### config.mk
export PLATFORM = sky130hd
export DESIGN_NAME = life_support_monitor
export DESIGN_NICKNAME = d
export VERILOG_FILES = /design/src/rtl/life_mon_pkg.sv /design/src/rtl/life_mon_debounce.sv /design/src/rtl/life_support_monitor.sv
export SDC_FILE = /design/constraint.sdc
export NUM_CORES = 1
export LEC_CHECK = 0
export ABC_AREA = 1
export BUFFER_PORTS_ARGS = -buffer_cell sky130_fd_sc_hd__buf_2
export CAP_MARGIN = 10
export CORE_ASPECT_RATIO = 0.7
export CORE_MARGIN = 2
export CORE_UTILIZATION = 25
export CTS_BUF_LIST = sky130_fd_sc_hd__clkbuf_4
export DETAILED_ROUTE_END_ITERATION = 7
export GPL_TIMING_DRIVEN = 0
export HOLD_SLACK_MARGIN = 0.05
export SLEW_MARGIN = 30
export SYNTH_ARGS = -nofsm -noshare
export SYNTH_HDL_FRONTEND = slang
export SYNTH_SLANG_ARGS = --single-unit
### constraint.sdc
create_clock -name clk -period 2.1 [get_ports clk]
set_input_delay 0.105 -clock clk [delete_from_list [all_inputs] [get_ports clk]]
set_output_delay 0.105 -clock clk [all_outputs]
set_load 0.02 [all_outputs]
### src/rtl/life_mon_pkg.sv
// Shared types and default thresholds for the life-support alarm/escalation monitor.
package life_mon_pkg;

  typedef enum logic [1:0] {
    ST_NORMAL = 2'd0,
    ST_WARN   = 2'd1,
    ST_CRIT   = 2'd2,
    ST_EVAC   = 2'd3
  } state_t;

  localparam int N_DEF         = 32;
  localparam int DEB_DEF       = 3;
  localparam int TEMP_WARN_DEF = 80;
  localparam int TEMP_CRIT_DEF = 95;
  localparam int O2_WARN_DEF   = 50;
  localparam int O2_CRIT_DEF   = 10;
  localparam int PWR_WARN_DEF  = 20;
  localparam int SH_WARN_DEF   = 30;
  localparam int EVAC_CYC_DEF  = 16;

  localparam int CNT_W = 8;
  localparam int EVT_W = 16;

  function automatic logic [EVT_W-1:0] sat_inc(input logic [EVT_W-1:0] v);
    sat_inc = (v == {EVT_W{1'b1}}) ? v : v + EVT_W'(1);
  endfunction

endpackage

### src/rtl/life_mon_debounce.sv
// Consecutive-cycle debouncer: confirmed when cond has been true on DEB consecutive edges.
module life_mon_debounce
#(
  parameter int DEB = 3
)(
  input  logic clk,
  input  logic rst,
  input  logic cond,
  output logic confirmed
);

  localparam logic [3:0] CNT_MAX = 4'(DEB - 1);

  logic [3:0] cnt_r;

  // Run-length counter, saturating at DEB-1 and cleared whenever cond drops.
  always_ff @(posedge clk or negedge rst) begin
    if (!rst) begin
      cnt_r <= 4'd0;
    end else if (!cond) begin
      cnt_r <= 4'd0;
    end else if (cnt_r != CNT_MAX) begin
      cnt_r <= cnt_r + 4'd1;
    end else begin
      cnt_r <= cnt_r;
    end
  end

  assign confirmed = cond & (cnt_r == CNT_MAX);

endmodule

### src/rtl/life_support_monitor.sv
// Alarm/escalation stage: debounced NORMAL/WARN/CRIT/EVAC FSM with registered outputs.
// Define LIFE_MON_EVAC_EN to enable the CRIT->EVAC countdown; otherwise CRIT only recovers.
module life_support_monitor
  import life_mon_pkg::*;
#(
  parameter int N         = N_DEF,
  parameter int DEB       = DEB_DEF,
  parameter int TEMP_WARN = TEMP_WARN_DEF,
  parameter int TEMP_CRIT = TEMP_CRIT_DEF,
  parameter int O2_WARN   = O2_WARN_DEF,
  parameter int O2_CRIT   = O2_CRIT_DEF,
  parameter int PWR_WARN  = PWR_WARN_DEF,
  parameter int SH_WARN   = SH_WARN_DEF,
  parameter int EVAC_CYC  = EVAC_CYC_DEF
)(
  input  logic             clk,
  input  logic             rst,
  input  logic [N-1:0]     shield,
  input  logic [N-1:0]     temp,
  input  logic [N-1:0]     pwr,
  input  logic [N-1:0]     o2,
  input  logic             fatal,
  input  logic             ack,
  output logic [1:0]       state,
  output logic             alarm,
  output logic             o2sup_req,
  output logic             chrg_req,
  output logic             evac,
  output logic [CNT_W-1:0] countdown,
  output logic [EVT_W-1:0] crit_events
);

  localparam logic [3:0] DEB_MAX = 4'(DEB - 1);

  logic crit_c_s, warn_c_s, clear_c_s, o2_low_s, pwr_low_s;
  logic crit_conf_s, warn_conf_s, clear_conf_s, calm_conf_s;
  logic evac_go_s, enter_crit_s, sil_nxt_s, alarm_nxt_s;
  logic [3:0] calm_cnt_r;
  state_t state_r, state_nxt_s;
  logic silenced_r, alarm_r, o2sup_r, chrg_r;
  logic [EVT_W-1:0] crit_events_r;

  assign o2_low_s  = o2 < N'(O2_WARN);
  assign pwr_low_s = pwr < N'(PWR_WARN);
  assign crit_c_s  = fatal | (o2 < N'(O2_CRIT)) | (temp >= N'(TEMP_CRIT));
  assign warn_c_s  = (temp >= N'(TEMP_WARN)) | o2_low_s | pwr_low_s | (shield < N'(SH_WARN));
  assign clear_c_s = ~crit_c_s & ~warn_c_s;

  life_mon_debounce #(.DEB(DEB)) u_crit_deb (
    .clk(clk), .rst(rst), .cond(crit_c_s), .confirmed(crit_conf_s)
  );
  life_mon_debounce #(.DEB(DEB)) u_warn_deb (
    .clk(clk), .rst(rst), .cond(warn_c_s), .confirmed(warn_conf_s)
  );
  life_mon_debounce #(.DEB(DEB)) u_clear_deb (
    .clk(clk), .rst(rst), .cond(clear_c_s), .confirmed(clear_conf_s)
  );

  // Recovery out of CRIT needs DEB consecutive edges with crit_c low, even if warn_c persists.
  always_ff @(posedge clk or negedge rst) begin
    if (!rst) begin
      calm_cnt_r <= 4'd0;
    end else if (crit_c_s) begin
      calm_cnt_r <= 4'd0;
    end else if (calm_cnt_r != DEB_MAX) begin
      calm_cnt_r <= calm_cnt_r + 4'd1;
    end else begin
      calm_cnt_r <= calm_cnt_r;
    end
  end

  assign calm_conf_s = ~crit_c_s & (calm_cnt_r == DEB_MAX);

`ifdef LIFE_MON_EVAC_EN
  localparam logic [CNT_W-1:0] EVAC_LOAD = CNT_W'(EVAC_CYC);

  logic [CNT_W-1:0] cd_r, cd_nxt_s;
  logic             evac_r;

  assign evac_go_s = (cd_r == {CNT_W{1'b0}});

  // Countdown loads on CRIT entry, ticks down while CRIT persists, and is zero elsewhere.
  always_comb begin
    cd_nxt_s = {CNT_W{1'b0}};
    if (enter_crit_s) begin
      cd_nxt_s = EVAC_LOAD;
    end else if ((state_r == ST_CRIT) && (state_nxt_s == ST_CRIT) && !evac_go_s) begin
      cd_nxt_s = cd_r - CNT_W'(1);
    end else if (state_nxt_s == ST_CRIT) begin
      cd_nxt_s = cd_r;
    end else begin
      cd_nxt_s = {CNT_W{1'b0}};
    end
  end

  // Countdown and evacuation flag registers.
  always_ff @(posedge clk or negedge rst) begin
    if (!rst) begin
      cd_r   <= {CNT_W{1'b0}};
      evac_r <= 1'b0;
    end else begin
      cd_r   <= cd_nxt_s;
      evac_r <= (state_nxt_s == ST_EVAC);
    end
  end

  assign countdown = cd_r;
  assign evac      = evac_r;
`else
  logic unused_evac_s;

  assign unused_evac_s = ^(CNT_W'(EVAC_CYC));
  assign evac_go_s     = 1'b0;
  assign countdown     = {CNT_W{1'b0}};
  assign evac          = 1'b0;
`endif

  // Next-state decode; crit confirmation outranks warn/clear, countdown expiry outranks recovery.
  always_comb begin
    state_nxt_s  = state_r;
    enter_crit_s = 1'b0;
    case (state_r)
      ST_NORMAL: begin
        if (crit_conf_s) begin
          state_nxt_s  = ST_CRIT;
          enter_crit_s = 1'b1;
        end else if (warn_conf_s) begin
          state_nxt_s = ST_WARN;
        end else begin
          state_nxt_s = ST_NORMAL;
        end
      end
      ST_WARN: begin
        if (crit_conf_s) begin
          state_nxt_s  = ST_CRIT;
          enter_crit_s = 1'b1;
        end else if (clear_conf_s) begin
          state_nxt_s = ST_NORMAL;
        end else begin
          state_nxt_s = ST_WARN;
        end
      end
      ST_CRIT: begin
        if (evac_go_s) begin
          state_nxt_s = ST_EVAC;
        end else if (calm_conf_s) begin
          state_nxt_s = ST_WARN;
        end else begin
          state_nxt_s = ST_CRIT;
        end
      end
      ST_EVAC: state_nxt_s = ST_EVAC;
      default: state_nxt_s = ST_NORMAL;
    endcase
  end

  // Silence tracking and alarm value as seen alongside the next state.
  always_comb begin
    sil_nxt_s   = silenced_r;
    alarm_nxt_s = 1'b0;
    if (state_nxt_s != state_r) begin
      sil_nxt_s = 1'b0;
    end else if (ack && ((state_r == ST_WARN) || (state_r == ST_CRIT))) begin
      sil_nxt_s = 1'b1;
    end else begin
      sil_nxt_s = silenced_r;
    end
    if (state_nxt_s == ST_EVAC) begin
      alarm_nxt_s = 1'b1;
    end else begin
      alarm_nxt_s = (state_nxt_s != ST_NORMAL) & ~sil_nxt_s;
    end
  end

  // FSM state and registered outputs.
  always_ff @(posedge clk or negedge rst) begin
    if (!rst) begin
      state_r       <= ST_NORMAL;
      silenced_r    <= 1'b0;
      alarm_r       <= 1'b0;
      o2sup_r       <= 1'b0;
      chrg_r        <= 1'b0;
      crit_events_r <= {EVT_W{1'b0}};
    end else begin
      state_r    <= state_nxt_s;
      silenced_r <= sil_nxt_s;
      alarm_r    <= alarm_nxt_s;
      o2sup_r    <= (state_nxt_s != ST_NORMAL) & o2_low_s;
      chrg_r     <= pwr_low_s;
      if (enter_crit_s) begin
        crit_events_r <= sat_inc(crit_events_r);
      end else begin
        crit_events_r <= crit_events_r;
      end
    end
  end

  assign state       = state_r;
  assign alarm       = alarm_r;
  assign o2sup_req   = o2sup_r;
  assign chrg_req    = chrg_r;
  assign crit_events = crit_events_r;

endmodule

==> key figures <==
CTS
  • Root buf cell: clkbuf_4
  • CTS max path bufs: 2
  • Postcts setup bufs: 0
  • CTS Buf Count: 5
  • Skew-Pair Late Insertion Delay: 0.34 ns
  • CTS tree: built
  • Clk sinks: 38
  • Clk slew on worst S/H paths: 0.12 ns
  • CTS H-tree lvls: 2

STA
  • Clock skew: 0.0194 ns
  • RSZ-0062 raised after global routing: false
  • Final hold vios: 0
  • Fin crit period: 1.90 ns
  • Worst Tran Pin Value: 0.510 ns
  • FMAX: 0.526 GHz
  • Relative slew slack: 0.660
  • Final worst path period share: 0.906
  • Final setup margin: 0.198 ns
  • Hold Slack: 0.121 ns
  • Final setup viols: 0
  • Slew Viols, Final: 0

Layout
  • Final nets: 683
  • # diodes: 0
  • Syn-to-layout area delta: 37.8%
  • Fill count: 1132
  • Share of layout cells above drive strength 1: 0.344

Routing
  • Total Wirelength: 7.06 mm
  • Post-DRT Antenna Nets: 0
  • 1st-pass router iterations: 4
  • Initial drt markers: 99
  • DRC violation count after routing: 0
  • Via Count: 2716
  • Wire length per cell: 10.5 um
  • Vias per cell: 4.05

Floorplanning
  • Die outline area: 11600 um2
  • Initial Util: 0.258
  • I/O pins: 162
  • Cell Rows: 31
  • Die width: 128 um
  • Chip Height: 90.6 um
  • Core area: 10400 um2

Yosys
  • Seq/Total Area, Yosys: 0.355
  • Leading area contributor after synthesis: dfrtp_1
  • Synth cell count leaders: nand2_1, nor2_1, inv_1
  • Async SR Flop Fraction: 1.00
  • Synth area leaders: dfrtp_1, nand2_1, nor2_1
  • Gate Count Post-Synth: 374
  • Synth cell types: 35
  • Synth top area share: 0.355
  • EDFF count, synth: 0
  • Mapped Area: 2680 um2
  • Ys flop type: dfrtp_1
  • Yosys warns: 0
  • Syn Area/Cell: 7.17 um2
  • Register bit total from synthesis: 38

GRT
  • Gr busiest metal: met2
  • GR Util met3: 0.0237
  • All-Layer GR Usage: 0.127
  • Vias in the first global route: 2743
  • First-pass GRT wire length: 12.1 mm
  • GRT met1 Usage: 0.172
  • GRT overflow: 0
  • Routing usage on met2: 0.208
  • Largest net degree at the start of global routing: 39
  • Initial antenna violation count: 0

Critical path
  • Critical path startpoint category: flop
  • Critical Path End: alarm
  • CP max FO: 5
  • Crit. Startpoint: calm_cnt_r[0]
  • Worst reg-to-reg setup slack: 0.20 ns
  • FF-to-FF Start: calm_cnt_r[0]
  • Worst path required time: 2.34 ns
  • R2R Path End: alarm
  • WS Path Type: flop to flop
  • CP arrival: 2.15 ns
  • CP Capture Type: flop
  • FF-to-FF path depth: 11

Worst hold path
  • Hold Crit Class: input pin to flop

Job
  • Max cap viols: 0

Run status
  • Status: finished clean

Power and ir drop
  • Power after layout: 0.00133 W
  • Pwr Density: 360 nW/um2
  • Peak VDD IR: 150 uV
  • Leakage power: 2.11 nW

Placement
  • GP Congestion: 0.806
  • Dpl ws: -0.0358 ns
  • # port buffers: 148
  • Post-DP HPWL: 5.84 mm
-- where the power goes --
group / internal (W) / leakage (nW) / total (W) / switching [W]
clock network: 0.000138 / 0.0278 / 0.000385 / 0.000247
registers: 0.000731 / 0.505 / 0.000731 / 0.00000000116
logic: 0.000117 / 1.57 / 0.000213 / 0.0000965
-- layer usage --
metal	wire (um)	vias up
met3	363	7
met2	3200	60
met1	3430	1194
li1	-	1455
met5	0	-
met4	62	0
-- cell type report --
cell class | count | area [um2] | share of cell area
Buffer | 9 | 67.6 | 0.0183
Clock buffer | 6 | 45.0 | 0.0122
Clock inverter | 1 | 7.51 | 0.00203
Inverter | 53 | 204 | 0.0552
Multi-Input combinational cell | 282 | 1500 | 0.406
Sequential cell | 38 | 951 | 0.258
Tap cell | 132 | 165 | 0.0447
Timing Repair Buffer | 149 | 753 | 0.204
-- registers in the layout, summed over array words and instances, names as in the netlist --
name and cells:
chrg_req 1, alarm 1, calm_cnt_r 4, u_clear_deb.cnt_r 4, o2sup_req 1, state 2, silenced_r 1, u_warn_deb.cnt_r 4
crit_events 16, u_crit_deb.cnt_r 4
-- cell families after synthesis --
| family | count (synthesis) | synth area share |
|---|---|---|
| compound gates | 16 | 0.0336 |
| buf+inv | 62 | 0.101 |
| other cells | 1 | 0.00140 |
| fa+ha+maj | 13 | 0.0607 |
| xor+xnor | 22 | 0.0719 |
| flops | 38 | 0.355 |
| simple gates | 222 | 0.376 |
-- cells in the final DEF (no fill, tap or decap), types with 2 or more instances in the layout --
master / count
nand2_1: 83
conb_1: 9
nor2_1: 83
buf_2: 147
nand2_2: 2
nor3_1: 6
inv_1: 51
nor4_1: 2
a21oi_1: 10
dfrtp_1: 38
nand3_1: 19
clkbuf_4: 6
xnor2_1: 7
nor2_2: 4
buf_4: 10
xor2_1: 15
nand4_1: 7
ha_1: 13
o21bai_1: 2
nor2_4: 3
or2_2: 3
-- how the worst min path moves through the flow --
stage | startpoint | end | slack (ns) | cells past startpoint
6_report | pwr[5] | chrg_req | 0.12 | 6
5_1_grt | pwr[5] | chrg_req | 0.16 | 6
4_1_cts | pwr[5] | chrg_req | 0.12 | 6
3_5_place_dp | rst | crit_events[5] | 0.30 | 1
3_3_place_gp | rst | crit_events[5] | 0.28 | 1
2_1_floorplan | rst | alarm | -0.19 | 0
-- stage by stage --
step	instance area, um2	utilization	instances	setup TNS (ns)
after floorplan	2710	-	382	0
after global placement	3620	0.348	662	-0.0155
after detailed placement	3620	0.348	662	-0.0358
after CTS	3680	0.354	670	0
after global routing	3690	0.355	670	0
final	3690	0.355	670	0
-- what timing repair did --
action / in CTS / in global routing
endpoints found under the setup margin: 1 / 1
endpoints found under the hold margin: 38 / 0
gates resized for setup: 1 / 1
hold buffers: 1 / 0
-- critical path, cell delays in order (launching register included) --
cell and delay [ns]:
dfrtp_1 0.45, inv_1 0.08, ha_1 0.14, nor3b_4 0.27, nand3_1 0.14, nand2_1 0.07
nand2_1 0.04, nand2_1 0.07, nand2_1 0.10, a21oi_1 0.22, o21bai_1 0.15, nand2_1 0.06
(Power assumes the default switching activity.)
